**src/rtl/pipeline_skid_stage.sv**
```systemverilog
// Valid/ready pipeline register with a 2-entry skid buffer, synchronous flush and a
// saturating stall counter. Every output to either neighbour comes straight from a flop.
module pipeline_skid_stage #(
  parameter int unsigned              DATA_W  = 32,
  parameter logic        [DATA_W-1:0] RST_VAL = '0,
  parameter int unsigned              CNT_W   = 16
) (
  input  logic              CLK,
  input  logic              nRST,
  input  logic              flush,
  input  logic              in_valid,
  output logic              in_ready,
  input  logic [DATA_W-1:0] in_data,
  output logic              out_valid,
  input  logic              out_ready,
  output logic [DATA_W-1:0] out_data,
  output logic [1:0]        occupancy,
  output logic [CNT_W-1:0]  stall_cnt,
  input  logic              stall_clr
);

  typedef enum logic [1:0] {StEmpty, StOne, StFull} state_e;

  state_e            r_state, w_state_d;
  logic [DATA_W-1:0] r_main, w_main_d;
  logic [DATA_W-1:0] r_skid, w_skid_d;
  logic              r_in_ready, r_out_valid;
  logic [1:0]        r_occ, w_occ_d;
  logic [CNT_W-1:0]  r_stall_cnt, w_stall_cnt_d;
  logic              w_in_fire, w_out_fire;

  assign w_in_fire  = in_valid & r_in_ready;
  assign w_out_fire = r_out_valid & out_ready;

  always_comb begin
    w_state_d = r_state;
    w_main_d  = r_main;
    w_skid_d  = r_skid;
    if (flush) begin
      w_state_d = StEmpty;
      w_main_d  = RST_VAL;
      w_skid_d  = RST_VAL;
    end else begin
      unique case (r_state)
        StEmpty: begin
          if (w_in_fire) begin
            w_state_d = StOne;
            w_main_d  = in_data;
          end
        end
        StOne: begin
          if (w_in_fire && w_out_fire) begin
            w_main_d = in_data;
          end else if (w_in_fire) begin
            w_state_d = StFull;
            w_skid_d  = in_data;
          end else if (w_out_fire) begin
            // Main keeps the departed bundle; out_valid masks it.
            w_state_d = StEmpty;
          end
        end
        StFull: begin
          if (w_out_fire) begin
            w_state_d = StOne;
            w_main_d  = r_skid;
          end
        end
        default: w_state_d = StEmpty;
      endcase
    end
  end

  always_comb begin
    w_occ_d = 2'd0;
    unique case (w_state_d)
      StOne:   w_occ_d = 2'd1;
      StFull:  w_occ_d = 2'd2;
      default: w_occ_d = 2'd0;
    endcase
  end

  always_comb begin
    w_stall_cnt_d = r_stall_cnt;
    if (stall_clr) begin
      w_stall_cnt_d = '0;
    end else if (r_out_valid && !out_ready && (r_stall_cnt != {CNT_W{1'b1}})) begin
      w_stall_cnt_d = r_stall_cnt + CNT_W'(1);
    end
  end

  // Handshake flags are registered from the next state so nothing crosses stages combinationally.
  always_ff @(posedge CLK or negedge nRST) begin
    if (!nRST) begin
      r_state     <= StEmpty;
      r_main      <= RST_VAL;
      r_skid      <= RST_VAL;
      r_in_ready  <= 1'b1;
      r_out_valid <= 1'b0;
      r_occ       <= 2'd0;
      r_stall_cnt <= '0;
    end else begin
      r_state     <= w_state_d;
      r_main      <= w_main_d;
      r_skid      <= w_skid_d;
      r_in_ready  <= (w_state_d != StFull);
      r_out_valid <= (w_state_d != StEmpty);
      r_occ       <= w_occ_d;
      r_stall_cnt <= w_stall_cnt_d;
    end
  end

  assign in_ready  = r_in_ready;
  assign out_valid = r_out_valid;
  assign out_data  = r_main;
  assign occupancy = r_occ;
  assign stall_cnt = r_stall_cnt;

endmodule
```
**config.mk**
```make
export PLATFORM = sky130hd
export DESIGN_NAME = pipeline_skid_stage
export DESIGN_NICKNAME = d
export VERILOG_FILES = /design/src/rtl/pipeline_skid_stage.sv
export SDC_FILE = /design/constraint.sdc
export NUM_CORES = 1
export LEC_CHECK = 0
export BUFFER_PORTS_ARGS = -buffer_cell sky130_fd_sc_hd__buf_2
export CAP_MARGIN = 0
export CORE_UTILIZATION = 30
export CTS_CLUSTER_DIAMETER = 50
export DETAILED_ROUTE_END_ITERATION = 10
export PLACE_DENSITY = 0.5
export SETUP_SLACK_MARGIN = 0.4
export SLEW_MARGIN = 20
export SYNTH_ARGS = -nofsm -noshare
export SYNTH_HDL_FRONTEND = slang
export SYNTH_SLANG_ARGS = --single-unit
```
**constraint.sdc**
```tcl
create_clock -name CLK -period 2.2 [get_ports CLK]
set_clock_uncertainty 0.15 [all_clocks]
set_input_delay 0 -clock CLK [delete_from_list [all_inputs] [get_ports CLK]]
set_output_delay 0 -clock CLK [all_outputs]
set_load 0.005 [all_outputs]
```
==> results of run 1 <==
state kept, by name, summed over array words and instances (netlist names):
| signal | cells |
|---|---|
| occupancy | 2 |
| r_skid | 32 |
| out_data | 32 |
| stall_cnt | 16 |
| in_ready | 1 |
| out_valid | 1 |
| r_state | 2 |
cell usage after synthesis (all sizes together) (2+ instances only):
master,number,area (um^2)
clkbuf,23,86.3
or4,7,52.6
nor3,3,15.0
a2111oi,2,36.3
o31ai,7,52.6
nand4,4,31.3
and2,5,31.3
nor4,2,12.5
ha,5,62.6
nor2,10,37.5
buf,11,60.1
nand2,76,285
o21ai,5,25.0
or2,3,18.8
inv,5,18.8
dfrtp,85,2130
nand3,5,25.0
a21boi,2,15.0
mux2,3,33.8
or3,2,12.5
nor2b,3,18.8
mux2i,34,340
nand2b,2,12.5
a211oi,32,240
a21oi,75,375
metrics by stage:
step	area (um^2)	hold slack (ns)	power, mW	instances
floorplan	4420	-0.446	2.66	427
global route	6410	0.0839	5.38	768
detailed placement	5050	-0.120	3.07	675
CTS	6160	0.0443	5.12	756
global placement	5050	-0.128	3.04	675
finish	6410	0.0270	5.12	768
worst max-delay path, delay by kind of cell (launching register included):
kind	cells	cell delay [ns]
buf+inv	4	0.50
compound gates	4	0.63
fa+ha+maj	1	0.17
flops	1	0.40
power by group through the flow:
stage,sequential [mW],clock (mW),combinational [mW]
after floorplan,1.90,0,0.755
after global placement,1.92,0,1.12
after detailed placement,1.92,0,1.15
after CTS,1.89,1.72,1.51
after global routing,1.92,1.78,1.68
final,1.90,1.67,1.55
cell families (layout without fill, tap and decap cells):
kind of cell | Yosys count | in the layout | synth area share
mux | 37 | 37 | 0.0894
simple gates | 128 | 128 | 0.144
buf+inv | 39 | 204 | 0.0395
xor+xnor | 1 | 1 | 0.00209
flops | 86 | 86 | 0.515
compound gates | 130 | 130 | 0.193
fa+ha+maj | 6 | 6 | 0.0173
area by class of cell:
| type | instances | area (um^2) | area share |
|---|---|---|---|
| tap | 176 | 220 | 0.0344 |
| sequential | 86 | 2160 | 0.337 |
| inverter | 5 | 18.8 | 0.00293 |
| clock buffer | 10 | 239 | 0.0373 |
| multi-input combinational | 302 | 2250 | 0.351 |
| clock inverter | 6 | 85.1 | 0.0133 |
| timing repair buffer | 183 | 1430 | 0.224 |
worst paths after layout:
path	start	to	slack [ns]	depth (start not counted)
max	r_state[0]	out_data[3]	0.26	9
max reg2reg	r_state[0]	out_data[3]	0.26	9
max in group asynchronous	nRST	in_ready	1.18	3
min reg2reg	r_skid[0]	r_skid[0]	0.37	2
min in group CLK	in_valid	r_state[1]	0.13	4
min	nRST	stall_cnt[9]	0.03	2
per-layer routing:
| layer | vias up | global-route usage |
|---|---|---|
| met5 | - | 0 |
| met4 | 0 | 0.0469 |
| met3 | 9 | 0.0475 |
| met2 | 83 | 0.302 |
| met1 | 1944 | 0.235 |
| li1 | 1844 | - |
what timing repair did:
| action | 4_1_cts | 5_1_grt |
|---|---|---|
| hold buffers | 36 | 0 |
| pin swaps | 14 | 36 |
| gates resized for setup | 34 | 37 |
| gates cloned | 4 | 0 |
| hold endpoints to repair | 168 | 0 |
| setup endpoints to repair | 67 | 70 |
| setup buffers | 25 | 12 |
==> metrics.txt, run 1 <==
# TYPE chip_impl_metric gauge
chip_impl_metric{name="synthCells",unit=""} 427
chip_impl_metric{name="route.antenna.remaining_nets",unit=""} 0
chip_impl_metric{name="dpl_worst_slack",unit="ns"} 0.178
chip_impl_metric{name="grt_pass1_vias",unit=""} 3906
chip_impl_metric{name="drt_drc_violations_left",unit=""} 0
chip_impl_metric{name="post-dp-hpwl",unit="mm"} 7.45
chip_impl_metric{name="ys_types",unit=""} 46
chip_impl_metric{name="finish.net_count",unit=""} 630
chip_impl_metric{name="place.gp.congestion",unit=""} 0.776
chip_impl_metric{name="port_buffers",unit=""} 89
chip_impl_metric{name="sw_frac_of_total",unit=""} 0.299
chip_impl_metric{name="p_int",unit="mW"} 3.58
chip_impl_metric{name="postSynthRegisterBits",unit=""} 86
chip_impl_metric{name="route.met3.wl",unit="um"} 505
chip_impl_metric{name="finalCritPeriodShare",unit=""} 0.880
chip_impl_metric{name="layout-area-overhead-vs-synth",unit="%"} 53.2
chip_impl_metric{name="fin_tns_setup",unit="ns"} 0
chip_impl_info{name="crit_path_top_delay_cell",value="sky130_fd_sc_hd__dfrtp_1"} 1
chip_impl_metric{name="routed_wl",unit="mm"} 12.6
chip_impl_metric{name="synthArstFlopShare",unit=""} 1.00
chip_impl_info{name="synth-main-ff-cell",value="sky130_fd_sc_hd__dfrtp_1"} 1
chip_impl_metric{name="detail_route.first_pass.iterations",unit=""} 4
chip_impl_metric{name="power.clock.fraction",unit=""} 0.326
chip_impl_metric{name="synth-edff-count",unit=""} 0
chip_impl_metric{name="worst_setup_hold_path_clk_slew",unit="ns"} 0.07
chip_impl_info{name="cts.root.buffer_cell",value="sky130_fd_sc_hd__clkbuf_16"} 1
chip_impl_info{name="crit_path_start_kind",value="register"} 1
chip_impl_metric{name="total_grt_usage",unit=""} 0.183
chip_impl_metric{name="drive_above_1_share",unit=""} 0.416
chip_impl_info{name="crit_path_cell_trace",value="inv_2 > ha_4 > a21boi_4 > a221oi_4 > buf_4 > buf_6 > buf_8 > a21oi_1 > a211oi_2"} 1
chip_impl_info{name="hold_class",value="in2async"} 1
chip_impl_metric{name="ratio_of_routed_vias_to_standard_cells",unit=""} 5.05
chip_impl_metric{name="vias",unit=""} 3880
chip_impl_metric{name="period_needed",unit="ns"} 1.94
chip_impl_info{name="critPathKind",value="reg2reg"} 1
chip_impl_info{name="run_status",value="complete, no violations"} 1
chip_impl_metric{name="detailroute.wirelength.met2",unit="mm"} 6.23
chip_impl_metric{name="boundaryPins",unit=""} 90
chip_impl_metric{name="grt_antenna_before_repair",unit=""} 0
chip_impl_info{name="setup_crit_end_kind",value="register"} 1
chip_impl_metric{name="ir_drop",unit="mV"} 0.505
chip_impl_metric{name="final.setup.worst_slack",unit="ns"} 0.265
chip_impl_metric{name="critPathMaxFanout",unit=""} 10
chip_impl_metric{name="detail_route.wirelength.met1",unit="mm"} 5.74
chip_impl_info{name="mostFrequentLayoutCells",value="sky130_fd_sc_hd__buf_2 (88), sky130_fd_sc_hd__dfrtp_1 (77), sky130_fd_sc_hd__nand2_1 (73), sky130_fd_sc_hd__a21oi_1 (65), sky130_fd_sc_hd__buf_4 (42)"} 1
chip_impl_metric{name="critical_path_arrival",unit="ns"} 2.04
chip_impl_metric{name="core_area",unit="um^2"} 13400
chip_impl_metric{name="ys_warn_count",unit=""} 0
chip_impl_metric{name="clk_latency",unit="ns"} 0.35
chip_impl_metric{name="globalRoute.totalOverflow",unit=""} 0
chip_impl_info{name="tritoncts",value="yes"} 1
chip_impl_metric{name="syn-cell-area",unit="um^2"} 4190
chip_impl_metric{name="power.density_cell_area",unit="nW/um^2"} 798
chip_impl_metric{name="synth-seq-area-share",unit=""} 0.514
chip_impl_metric{name="antenna_cells",unit=""} 0
chip_impl_metric{name="postSynthNetCount",unit=""} 470
chip_impl_metric{name="cts-buffers-inserted",unit=""} 9
chip_impl_metric{name="wire_length_of_the_first_global_routing_pass",unit="mm"} 20.4
chip_impl_metric{name="initialDrtViolationCount",unit=""} 163
chip_impl_metric{name="required",unit="ns"} 2.30
chip_impl_metric{name="die_w",unit="um"} 120
chip_impl_metric{name="timing_hold_violations_final",unit=""} 0
chip_impl_metric{name="grt_start_max_net_pins",unit=""} 65
chip_impl_metric{name="synth.avg_cell_area",unit="um^2"} 9.80
chip_impl_info{name="unrepaired_setup_endpoints_after_global_routing",value="yes"} 1
chip_impl_metric{name="drv_slew",unit=""} 0
chip_impl_metric{name="crit_path_max_incr_delay",unit="ns"} 0.40
chip_impl_metric{name="clockBufferDepth",unit=""} 2
chip_impl_metric{name="maxCapViolations",unit=""} 0
chip_impl_metric{name="reg_power_frac",unit=""} 0.371
chip_impl_metric{name="floorplan.die_area",unit="um^2"} 14400
chip_impl_metric{name="cts_num_sinks",unit=""} 86
chip_impl_metric{name="num-fill-cells",unit=""} 1273
chip_impl_metric{name="max_slew.worst_pin.slew",unit="ns"} 0.872
chip_impl_metric{name="rows",unit=""} 42
chip_impl_metric{name="final_setup_violations",unit=""} 0
chip_impl_metric{name="h-tree-depth",unit=""} 3
chip_impl_metric{name="comb_power_share",unit=""} 0.303
chip_impl_info{name="mostFrequentLayoutCell",value="sky130_fd_sc_hd__buf_2"} 1
chip_impl_metric{name="total_leakage_power",unit="nW"} 2.75
chip_impl_metric{name="worst_slew_margin_rel",unit=""} 0.419
chip_impl_metric{name="total_switching_power",unit="mW"} 1.53
chip_impl_metric{name="wl_per_cell",unit="um"} 16.4
chip_impl_metric{name="max_clock_freq",unit="MHz"} 517
chip_impl_metric{name="post-route-util",unit=""} 0.478
chip_impl_metric{name="die_height",unit="um"} 120
chip_impl_metric{name="initial_cell_density_of_the_core",unit=""} 0.312
chip_impl_info{name="top_layer_used",value="met4"} 1
No activity file was read; power rests on OpenSTA's default activity.
==> run 2: changes to the inputs <==
--- a/config.mk
+++ b/config.mk
@@ -7,10 +7,12 @@
 export LEC_CHECK = 0
 export BUFFER_PORTS_ARGS = -buffer_cell sky130_fd_sc_hd__buf_2
 export CAP_MARGIN = 0
-export CORE_UTILIZATION = 30
+export CELL_PAD_IN_SITES_DETAIL_PLACEMENT = 1
+export CELL_PAD_IN_SITES_GLOBAL_PLACEMENT = 1
+export CORE_UTILIZATION = 41
 export CTS_CLUSTER_DIAMETER = 50
 export DETAILED_ROUTE_END_ITERATION = 10
-export PLACE_DENSITY = 0.5
+export PLACE_DENSITY = 0.8
 export SETUP_SLACK_MARGIN = 0.4
 export SLEW_MARGIN = 20
 export SYNTH_ARGS = -nofsm -noshare
==> run 2 against run 1 <==
Non-clock buffer count fell by 10. Worst hold slack improved by 0.035 ns. Core utilization rose by 16 points. Register-to-register slack got worse by 0.05 ns. Power fell by 7.5%. Clock-buffer cell count rose by 1. Maximum frequency fell by 2.6%. Sequential share of layout area rose by 1.1 points. Global-route usage rose by 9.3 points. Sequential power barely moved. Design area fell by 2.9%. Clock power fell by 28%. Critical path type unchanged. Critical endpoint is now out_data[28]. Largest power group unchanged.
==> metrics.txt, run 2 (synthesis gave the netlist of run 1 again) <==
# TYPE chip_impl_metric gauge
chip_impl_metric{name="max_clock_freq",unit="MHz"} 504
chip_impl_info{name="crit_path_start_kind",value="register"} 1
chip_impl_metric{name="worst_setup_hold_path_clk_slew",unit="ns"} 0.10
chip_impl_metric{name="total_grt_usage",unit=""} 0.276
chip_impl_metric{name="critical_path_arrival",unit="ns"} 2.11
chip_impl_metric{name="clockBufferDepth",unit=""} 2
chip_impl_metric{name="antenna_cells",unit=""} 0
chip_impl_metric{name="post-dp-hpwl",unit="mm"} 7.74
chip_impl_metric{name="cts_num_sinks",unit=""} 86
chip_impl_metric{name="drt_drc_violations_left",unit=""} 0
chip_impl_metric{name="clk_latency",unit="ns"} 0.37
chip_impl_info{name="unrepaired_setup_endpoints_after_global_routing",value="yes"} 1
chip_impl_metric{name="fin_worst_hold_slack",unit="ns"} 0.0618
chip_impl_metric{name="die_w",unit="um"} 103
chip_impl_metric{name="routed_wl",unit="mm"} 16.0
chip_impl_metric{name="layout-area-overhead-vs-synth",unit="%"} 48.7
chip_impl_metric{name="crit_path_max_incr_delay",unit="ns"} 0.58
chip_impl_metric{name="rows",unit=""} 36
chip_impl_metric{name="finish.net_count",unit=""} 621
chip_impl_metric{name="final_setup_violations",unit=""} 0
chip_impl_metric{name="global_routing_met1_resource_utilization",unit=""} 0.324
chip_impl_info{name="setup_crit_end_kind",value="register"} 1
chip_impl_metric{name="vias",unit=""} 4118
chip_impl_metric{name="num-fill-cells",unit=""} 1075
chip_impl_metric{name="route.antenna.remaining_nets",unit=""} 0
chip_impl_metric{name="gr-usage-met2",unit=""} 0.501
chip_impl_metric{name="wire_length_of_the_first_global_routing_pass",unit="mm"} 22.0
chip_impl_metric{name="max_slew.worst_pin.slew",unit="ns"} 0.891
chip_impl_metric{name="wl_per_cell",unit="um"} 22.3
chip_impl_metric{name="total_leakage_power",unit="nW"} 2.65
chip_impl_metric{name="timing_hold_violations_final",unit=""} 0
chip_impl_info{name="gr-max-usage-layer",value="met2"} 1
chip_impl_info{name="hold_class",value="in2async"} 1
chip_impl_metric{name="finalCritPeriodShare",unit=""} 0.903
chip_impl_metric{name="period_needed",unit="ns"} 1.99
chip_impl_metric{name="place.gp.congestion",unit=""} 0.759
chip_impl_info{name="mostFrequentLayoutCell",value="sky130_fd_sc_hd__buf_2"} 1
chip_impl_metric{name="critPathMaxFanout",unit=""} 8
chip_impl_metric{name="grt_antenna_before_repair",unit=""} 0
chip_impl_metric{name="boundaryPins",unit=""} 90
chip_impl_metric{name="drive_above_1_share",unit=""} 0.432
chip_impl_metric{name="grt_start_max_net_pins",unit=""} 65
chip_impl_metric{name="grt.met3_usage",unit=""} 0.0631
chip_impl_metric{name="worst_slew_margin_rel",unit=""} 0.406
chip_impl_metric{name="detail_route.first_pass.iterations",unit=""} 5
chip_impl_info{name="cts.root.buffer_cell",value="sky130_fd_sc_hd__clkbuf_8"} 1
chip_impl_metric{name="grt_pass1_vias",unit=""} 4262
chip_impl_metric{name="core_area",unit="um^2"} 9820
chip_impl_metric{name="initialDrtViolationCount",unit=""} 155
chip_impl_metric{name="fin_tns_setup",unit="ns"} 0
chip_impl_metric{name="die_height",unit="um"} 103
chip_impl_metric{name="port_buffers",unit=""} 89
chip_impl_metric{name="ir_drop",unit="mV"} 0.491
chip_impl_info{name="mostFrequentLayoutCells",value="sky130_fd_sc_hd__buf_2 (88), sky130_fd_sc_hd__dfrtp_1 (75), sky130_fd_sc_hd__nand2_1 (73), sky130_fd_sc_hd__a21oi_1 (59), sky130_fd_sc_hd__dlygate4sd3_1 (36)"} 1
chip_impl_metric{name="cts-buffers-inserted",unit=""} 9
chip_impl_metric{name="power.density_cell_area",unit="nW/um^2"} 760
chip_impl_metric{name="ratio_of_routed_vias_to_standard_cells",unit=""} 5.75
chip_impl_metric{name="required",unit="ns"} 2.33
chip_impl_info{name="run_status",value="complete, no violations"} 1
chip_impl_info{name="tritoncts",value="yes"} 1
chip_impl_info{name="critPathKind",value="reg2reg"} 1
chip_impl_metric{name="drv_slew",unit=""} 0
chip_impl_metric{name="maxCapViolations",unit=""} 0
chip_impl_info{name="crit_path_cell_trace",value="nand4_1 > a221oi_4 > buf_6 > clkbuf_16 > a21oi_1 > a211oi_2"} 1
chip_impl_metric{name="h-tree-depth",unit=""} 3
chip_impl_info{name="crit_path_top_delay_cell",value="sky130_fd_sc_hd__dfstp_2"} 1
chip_impl_metric{name="floorplan.die_area",unit="um^2"} 10600
chip_impl_metric{name="globalRoute.totalOverflow",unit=""} 0
chip_impl_metric{name="initial_cell_density_of_the_core",unit=""} 0.426
-- run 2: changes by cell type in the layout (fill, tap and decap cells not counted), moves of 3 or more --
cell / previous run / this run
sky130_fd_sc_hd__a21oi_1: 65 / 59
sky130_fd_sc_hd__a21oi_2: 10 / 15
sky130_fd_sc_hd__buf_12: 7 / 4
sky130_fd_sc_hd__buf_4: 42 / 31
sky130_fd_sc_hd__buf_6: 4 / 9
sky130_fd_sc_hd__buf_8: 3 / 0
sky130_fd_sc_hd__clkbuf_16: 9 / 2
sky130_fd_sc_hd__clkbuf_8: 1 / 11
sky130_fd_sc_hd__o31ai_1: 7 / 4
-- run 2: stage by stage --
step           utilization  total power [mW]  std cells  setup slack (ns)  cell area (um^2)
2_1_floorplan            -              2.66        427             0.314              4420
3_3_place_gp         0.507              3.01        633             0.154              4980
3_5_place_dp         0.507              3.06        633            0.0168              4980
4_1_cts              0.601              4.57        702             0.316              5900
5_1_grt              0.634              4.89        716             0.170              6220
6_report             0.634              4.73        716             0.214              6220
-- run 2: metal layers --
metal	wire, um	up-vias
met5	0	-
met4	263	0
met3	722	28
met2	8640	128
met1	6370	2128
li1	-	1834
-- run 2: power breakdown --
| part | leakage, nW | total (mW) | internal [mW] | switching [mW] |
|---|---|---|---|---|
| Clock | 0.0976 | 1.21 | 0.585 | 0.621 |
| Combinational | 1.41 | 1.62 | 0.759 | 0.863 |
| Sequential | 1.15 | 1.90 | 1.76 | 0.139 |
| Total | 2.65 | 4.73 | 3.11 | 1.62 |
-- run 2: repair_timing --
item                                    CTS  global route
gates cloned                              3             4
buffers inserted                         14            10
pin swaps                                21            23
gates resized for setup                  44            49
endpoints found under the setup margin   71            79
hold buffers                             36             0
endpoints found under the hold margin   133             0
-- run 2: critical path, delay by kind of cell, from the launching register on --
| family | cells | cell delay, ns |
|---|---|---|
| AO/OA/AOI/OAI | 3 | 0.64 |
| buffers and inverters | 2 | 0.35 |
| flip-flops | 1 | 0.58 |
| AND/OR/NAND/NOR | 1 | 0.17 |
-- run 2: path summary, 6_finish.rpt --
kind	from	end	slack, ns	cells after the start
max	in_ready	out_data[28]	0.21	6
min	nRST	stall_cnt[9]	0.06	2
max reg2reg	in_ready	out_data[28]	0.21	6
min reg2reg	r_skid[22]	r_skid[22]	0.38	2
max in group asynchronous	nRST	in_ready	1.05	3
min in group CLK	in_valid	r_state[1]	0.10	4
-- run 2: area by class of cell --
| cell class | instances | area [um^2] | area share |
|---|---|---|---|
| Sequential cell | 86 | 2170 | 0.348 |
| Clock inverter | 5 | 57.6 | 0.00925 |
| Inverter | 5 | 18.8 | 0.00302 |
| Clock buffer | 11 | 151 | 0.0243 |
| Multi-Input combinational cell | 303 | 2320 | 0.372 |
| Tap cell | 133 | 166 | 0.0267 |
| Timing Repair Buffer | 173 | 1350 | 0.217 |
==> run 3: changes to the inputs <==
--- a/config.mk
+++ b/config.mk
@@ -5,14 +5,15 @@
 export SDC_FILE = /design/constraint.sdc
 export NUM_CORES = 1
 export LEC_CHECK = 0
+export ABC_AREA = 1
 export BUFFER_PORTS_ARGS = -buffer_cell sky130_fd_sc_hd__buf_2
 export CAP_MARGIN = 0
 export CELL_PAD_IN_SITES_DETAIL_PLACEMENT = 1
 export CELL_PAD_IN_SITES_GLOBAL_PLACEMENT = 1
-export CORE_UTILIZATION = 41
+export CORE_UTILIZATION = 40
 export CTS_CLUSTER_DIAMETER = 50
 export DETAILED_ROUTE_END_ITERATION = 10
-export PLACE_DENSITY = 0.8
+export PLACE_DENSITY = 0.81
 export SETUP_SLACK_MARGIN = 0.4
 export SLEW_MARGIN = 20
 export SYNTH_ARGS = -nofsm -noshare
==> constraint.sdc (replaced) <==
create_clock -name CLK -period 2.2 [get_ports CLK]
set_clock_uncertainty 0.15 [all_clocks]
set_input_delay 0.44 -clock CLK [delete_from_list [all_inputs] [get_ports CLK]]
set_output_delay 0.44 -clock CLK [all_outputs]
set_load 0.005 [all_outputs]
==> run 3 against run 2 <==
Worst hold slack gained 0.11 ns. Setup slack gained 0.041 ns. Non-clock buffer count shrank 36. Sequential cell count is the same. Critical path depth grew 1. Combinational power shrank 27%. Power shrank 7.6%. Clock-buffer cell count shrank 2. Wire length shrank 5.7%. Design area shrank 7.8%. Synthesized cell count grew 28%.
==> metrics.txt, run 3 <==
# TYPE chip_impl_metric gauge
chip_impl_metric{name="routed_wl",unit="mm"} 15.1
chip_impl_metric{name="core_area",unit="um^2"} 10400
chip_impl_metric{name="required",unit="ns"} 2.37
chip_impl_metric{name="sw_frac_of_total",unit=""} 0.316
chip_impl_metric{name="synth_largest_type_area_fraction",unit=""} 0.492
chip_impl_metric{name="fin_tns_setup",unit="ns"} 0
chip_impl_info{name="unrepaired_setup_endpoints_after_global_routing",value="yes"} 1
chip_impl_metric{name="post-dp-hpwl",unit="mm"} 8.76
chip_impl_metric{name="antenna_cells",unit=""} 0
chip_impl_info{name="synth.area.top_cells",value="sky130_fd_sc_hd__dfrtp_1 (49%), sky130_fd_sc_hd__nand2_1 (11%), sky130_fd_sc_hd__nand3_1 (11%)"} 1
chip_impl_metric{name="fin_worst_hold_slack",unit="ns"} 0.170
chip_impl_metric{name="synth.avg_cell_area",unit="um^2"} 7.89
chip_impl_info{name="synth_common_cells",value="sky130_fd_sc_hd__nand2_1 (122), sky130_fd_sc_hd__nand3_1 (91), sky130_fd_sc_hd__dfrtp_1 (85)"} 1
chip_impl_metric{name="grt_start_max_net_pins",unit=""} 66
chip_impl_metric{name="total_switching_power",unit="mW"} 1.38
chip_impl_info{name="timing.rr.start",value="stall_cnt[0]"} 1
chip_impl_metric{name="max_slew.worst_pin.slew",unit="ns"} 0.396
chip_impl_metric{name="final-instance-count-excl-fill",unit=""} 803
chip_impl_metric{name="grt_antenna_before_repair",unit=""} 0
chip_impl_metric{name="synthCells",unit=""} 548
chip_impl_metric{name="comb_power_share",unit=""} 0.271
chip_impl_metric{name="postSynthNetCount",unit=""} 591
chip_impl_metric{name="ys_warn_count",unit=""} 0
chip_impl_metric{name="power.clock.fraction",unit=""} 0.313
chip_impl_metric{name="reg2reg_setup_slack",unit="ns"} 0.25
chip_impl_info{name="tritoncts",value="yes"} 1
chip_impl_metric{name="num-fill-cells",unit=""} 1292
chip_impl_metric{name="synth-edff-count",unit=""} 0
chip_impl_info{name="run_status",value="complete, no violations"} 1
chip_impl_metric{name="layout-area-overhead-vs-synth",unit="%"} 32.7
chip_impl_metric{name="vias",unit=""} 4426
chip_impl_metric{name="clockBufferDepth",unit=""} 2
chip_impl_info{name="crit_path_start_kind",value="register"} 1
chip_impl_metric{name="critPathMaxFanout",unit=""} 4
chip_impl_metric{name="h-tree-depth",unit=""} 3
chip_impl_metric{name="wire_length_of_the_first_global_routing_pass",unit="mm"} 21.9
chip_impl_metric{name="finish.net_count",unit=""} 706
chip_impl_metric{name="route.antenna.remaining_nets",unit=""} 0
chip_impl_metric{name="total_grt_usage",unit=""} 0.250
chip_impl_metric{name="boundaryPins",unit=""} 90
chip_impl_metric{name="power.density_cell_area",unit="nW/um^2"} 761
chip_impl_info{name="hold_start",value="in_data[19]"} 1
chip_impl_metric{name="ir_drop",unit="mV"} 0.366
chip_impl_metric{name="initialDrtViolationCount",unit=""} 294
chip_impl_info{name="synth-main-ff-cell",value="sky130_fd_sc_hd__dfrtp_1"} 1
chip_impl_info{name="synth.largest_area_cell",value="sky130_fd_sc_hd__dfrtp_1"} 1
chip_impl_metric{name="cts-buffers-inserted",unit=""} 9
chip_impl_metric{name="drv_slew",unit=""} 0
chip_impl_metric{name="timing_hold_violations_final",unit=""} 0
chip_impl_metric{name="period_needed",unit="ns"} 1.95
chip_impl_metric{name="clk_latency",unit="ns"} 0.39
chip_impl_metric{name="ratio_of_routed_vias_to_standard_cells",unit=""} 5.51
chip_impl_metric{name="reg_power_frac",unit=""} 0.415
chip_impl_metric{name="design_power_total",unit="mW"} 4.37
chip_impl_metric{name="ys_types",unit=""} 24
chip_impl_metric{name="synth-seq-area-share",unit=""} 0.498
chip_impl_metric{name="cts_num_sinks",unit=""} 86
chip_impl_info{name="cts.root.buffer_cell",value="sky130_fd_sc_hd__clkbuf_8"} 1
chip_impl_metric{name="rows",unit=""} 37
chip_impl_metric{name="total_placed_cells_including_tap_cells",unit=""} 757
chip_impl_info{name="worstSetupStartpoint",value="stall_cnt[0]"} 1
chip_impl_info{name="critPathKind",value="reg2reg"} 1
chip_impl_metric{name="postSynthRegisterBits",unit=""} 86
chip_impl_metric{name="port_buffers",unit=""} 89
chip_impl_metric{name="syn-cell-area",unit="um^2"} 4320
chip_impl_metric{name="worst_slew_margin_rel",unit=""} 0.735
chip_impl_metric{name="post-route-util",unit=""} 0.551
chip_impl_metric{name="grt_pass1_vias",unit=""} 4380
chip_impl_metric{name="critical_path_arrival",unit="ns"} 2.11
chip_impl_info{name="setup_crit_end_kind",value="register"} 1
chip_impl_metric{name="max_clock_freq",unit="MHz"} 514
chip_impl_info{name="hold_class",value="in2reg"} 1
chip_impl_info{name="mostFrequentLayoutCells",value="sky130_fd_sc_hd__nand2_1 (113), sky130_fd_sc_hd__buf_2 (88), sky130_fd_sc_hd__nand3_1 (87), sky130_fd_sc_hd__dfrtp_1 (77), sky130_fd_sc_hd__o21ai_0 (75)"} 1
chip_impl_metric{name="die_height",unit="um"} 106
chip_impl_info{name="mostFrequentLayoutCell",value="sky130_fd_sc_hd__nand2_1"} 1
chip_impl_metric{name="drive_above_1_share",unit=""} 0.295
chip_impl_metric{name="finalCritPeriodShare",unit=""} 0.884
chip_impl_metric{name="maxCapViolations",unit=""} 0
chip_impl_metric{name="worst_setup_hold_path_clk_slew",unit="ns"} 0.10
chip_impl_metric{name="total_leakage_power",unit="nW"} 2.81
chip_impl_metric{name="final_setup_violations",unit=""} 0
chip_impl_metric{name="drt_drc_violations_left",unit=""} 0
chip_impl_metric{name="detail_route.first_pass.iterations",unit=""} 5
chip_impl_metric{name="synthArstFlopShare",unit=""} 1.00
chip_impl_metric{name="p_int",unit="mW"} 2.99
chip_impl_metric{name="place.gp.congestion",unit=""} 0.889
chip_impl_metric{name="globalRoute.totalOverflow",unit=""} 0
chip_impl_metric{name="wl_per_cell",unit="um"} 18.8
chip_impl_metric{name="floorplan.die_area",unit="um^2"} 11200
chip_impl_metric{name="die_w",unit="um"} 106
chip_impl_info{name="top_count_cell_post_synth",value="sky130_fd_sc_hd__nand2_1"} 1
chip_impl_metric{name="initial_cell_density_of_the_core",unit=""} 0.415
==> run 3: through the flow <==
stage	worst slack [ns]	cell area, um^2
floorplan	0.418	4330
global placement	0.326	4950
detailed placement	0.231	4950
CTS	0.380	5290
global route	0.214	5740
finish	0.255	5740
==> run 3: critical path, cell delays in order, from the launching register on <==
cell                      delay (ns)
sky130_fd_sc_hd__dfrtp_1        0.42
sky130_fd_sc_hd__buf_4          0.16
sky130_fd_sc_hd__inv_1          0.09
sky130_fd_sc_hd__nor2_2         0.25
sky130_fd_sc_hd__nand2_1        0.15
sky130_fd_sc_hd__o21ai_0        0.35
sky130_fd_sc_hd__nand4_1        0.19
sky130_fd_sc_hd__nand2_1        0.11
==> run 3: cells by family after synthesis <==
group | count (synthesis) | synth area share
AOI/OAI and AO/OA | 108 | 0.127
xor gates and xnor gates | 6 | 0.0122
adders and majority gates | 5 | 0.0145
buffers and inverters | 83 | 0.0790
DFF | 86 | 0.498
and+or+nand+nor | 260 | 0.269
==> run 3: worst paths after layout <==
path	end	depth (start not counted)
min in group asynchronous	stall_cnt[11]	2
worst max register to register	stall_cnt[15]	7
worst min-delay path	r_skid[19]	3
worst max-delay path	stall_cnt[15]	7
worst min register to register	out_data[18]	2
max in group asynchronous	stall_cnt[6]	3
==> run 3: area by class of cell <==
| type | count | area [um^2] | area share |
|---|---|---|---|
| inverters | 50 | 195 | 0.0340 |
| flip-flops and latches | 86 | 2160 | 0.377 |
| repair buffers | 137 | 995 | 0.173 |
| clock inverters | 6 | 111 | 0.0194 |
| well taps | 136 | 170 | 0.0296 |
| multi-input cells | 379 | 1980 | 0.345 |
| clock buffers | 9 | 124 | 0.0216 |
==> run 3: power groups by stage <==
stage	logic [mW]	registers, mW	clock network [mW]
4_1_cts	0.914	1.81	1.37
3_5_place_dp	0.838	1.84	0
6_report	1.19	1.81	1.37
2_1_floorplan	0.464	1.84	0
3_3_place_gp	0.813	1.83	0
5_1_grt	1.28	1.83	1.43
==> run 3: what timing repair did <==
item,CTS,global route
setup endpoints to repair,41,53
pin swaps,3,13
setup buffers,5,20
gates cloned,0,5
hold buffers,1,0
resized for setup,13,52
endpoints found under the hold margin,21,0
==> run 3: routing by layer <==
metal | global-route usage | share of wire | vias to the layer above
met5 | 0 | 0 | -
met4 | 0.0863 | 0.027 | 0
met3 | 0.0423 | 0.041 | 35
met2 | 0.422 | 0.51 | 141
met1 | 0.326 | 0.42 | 2215
li1 | - | - | 2035
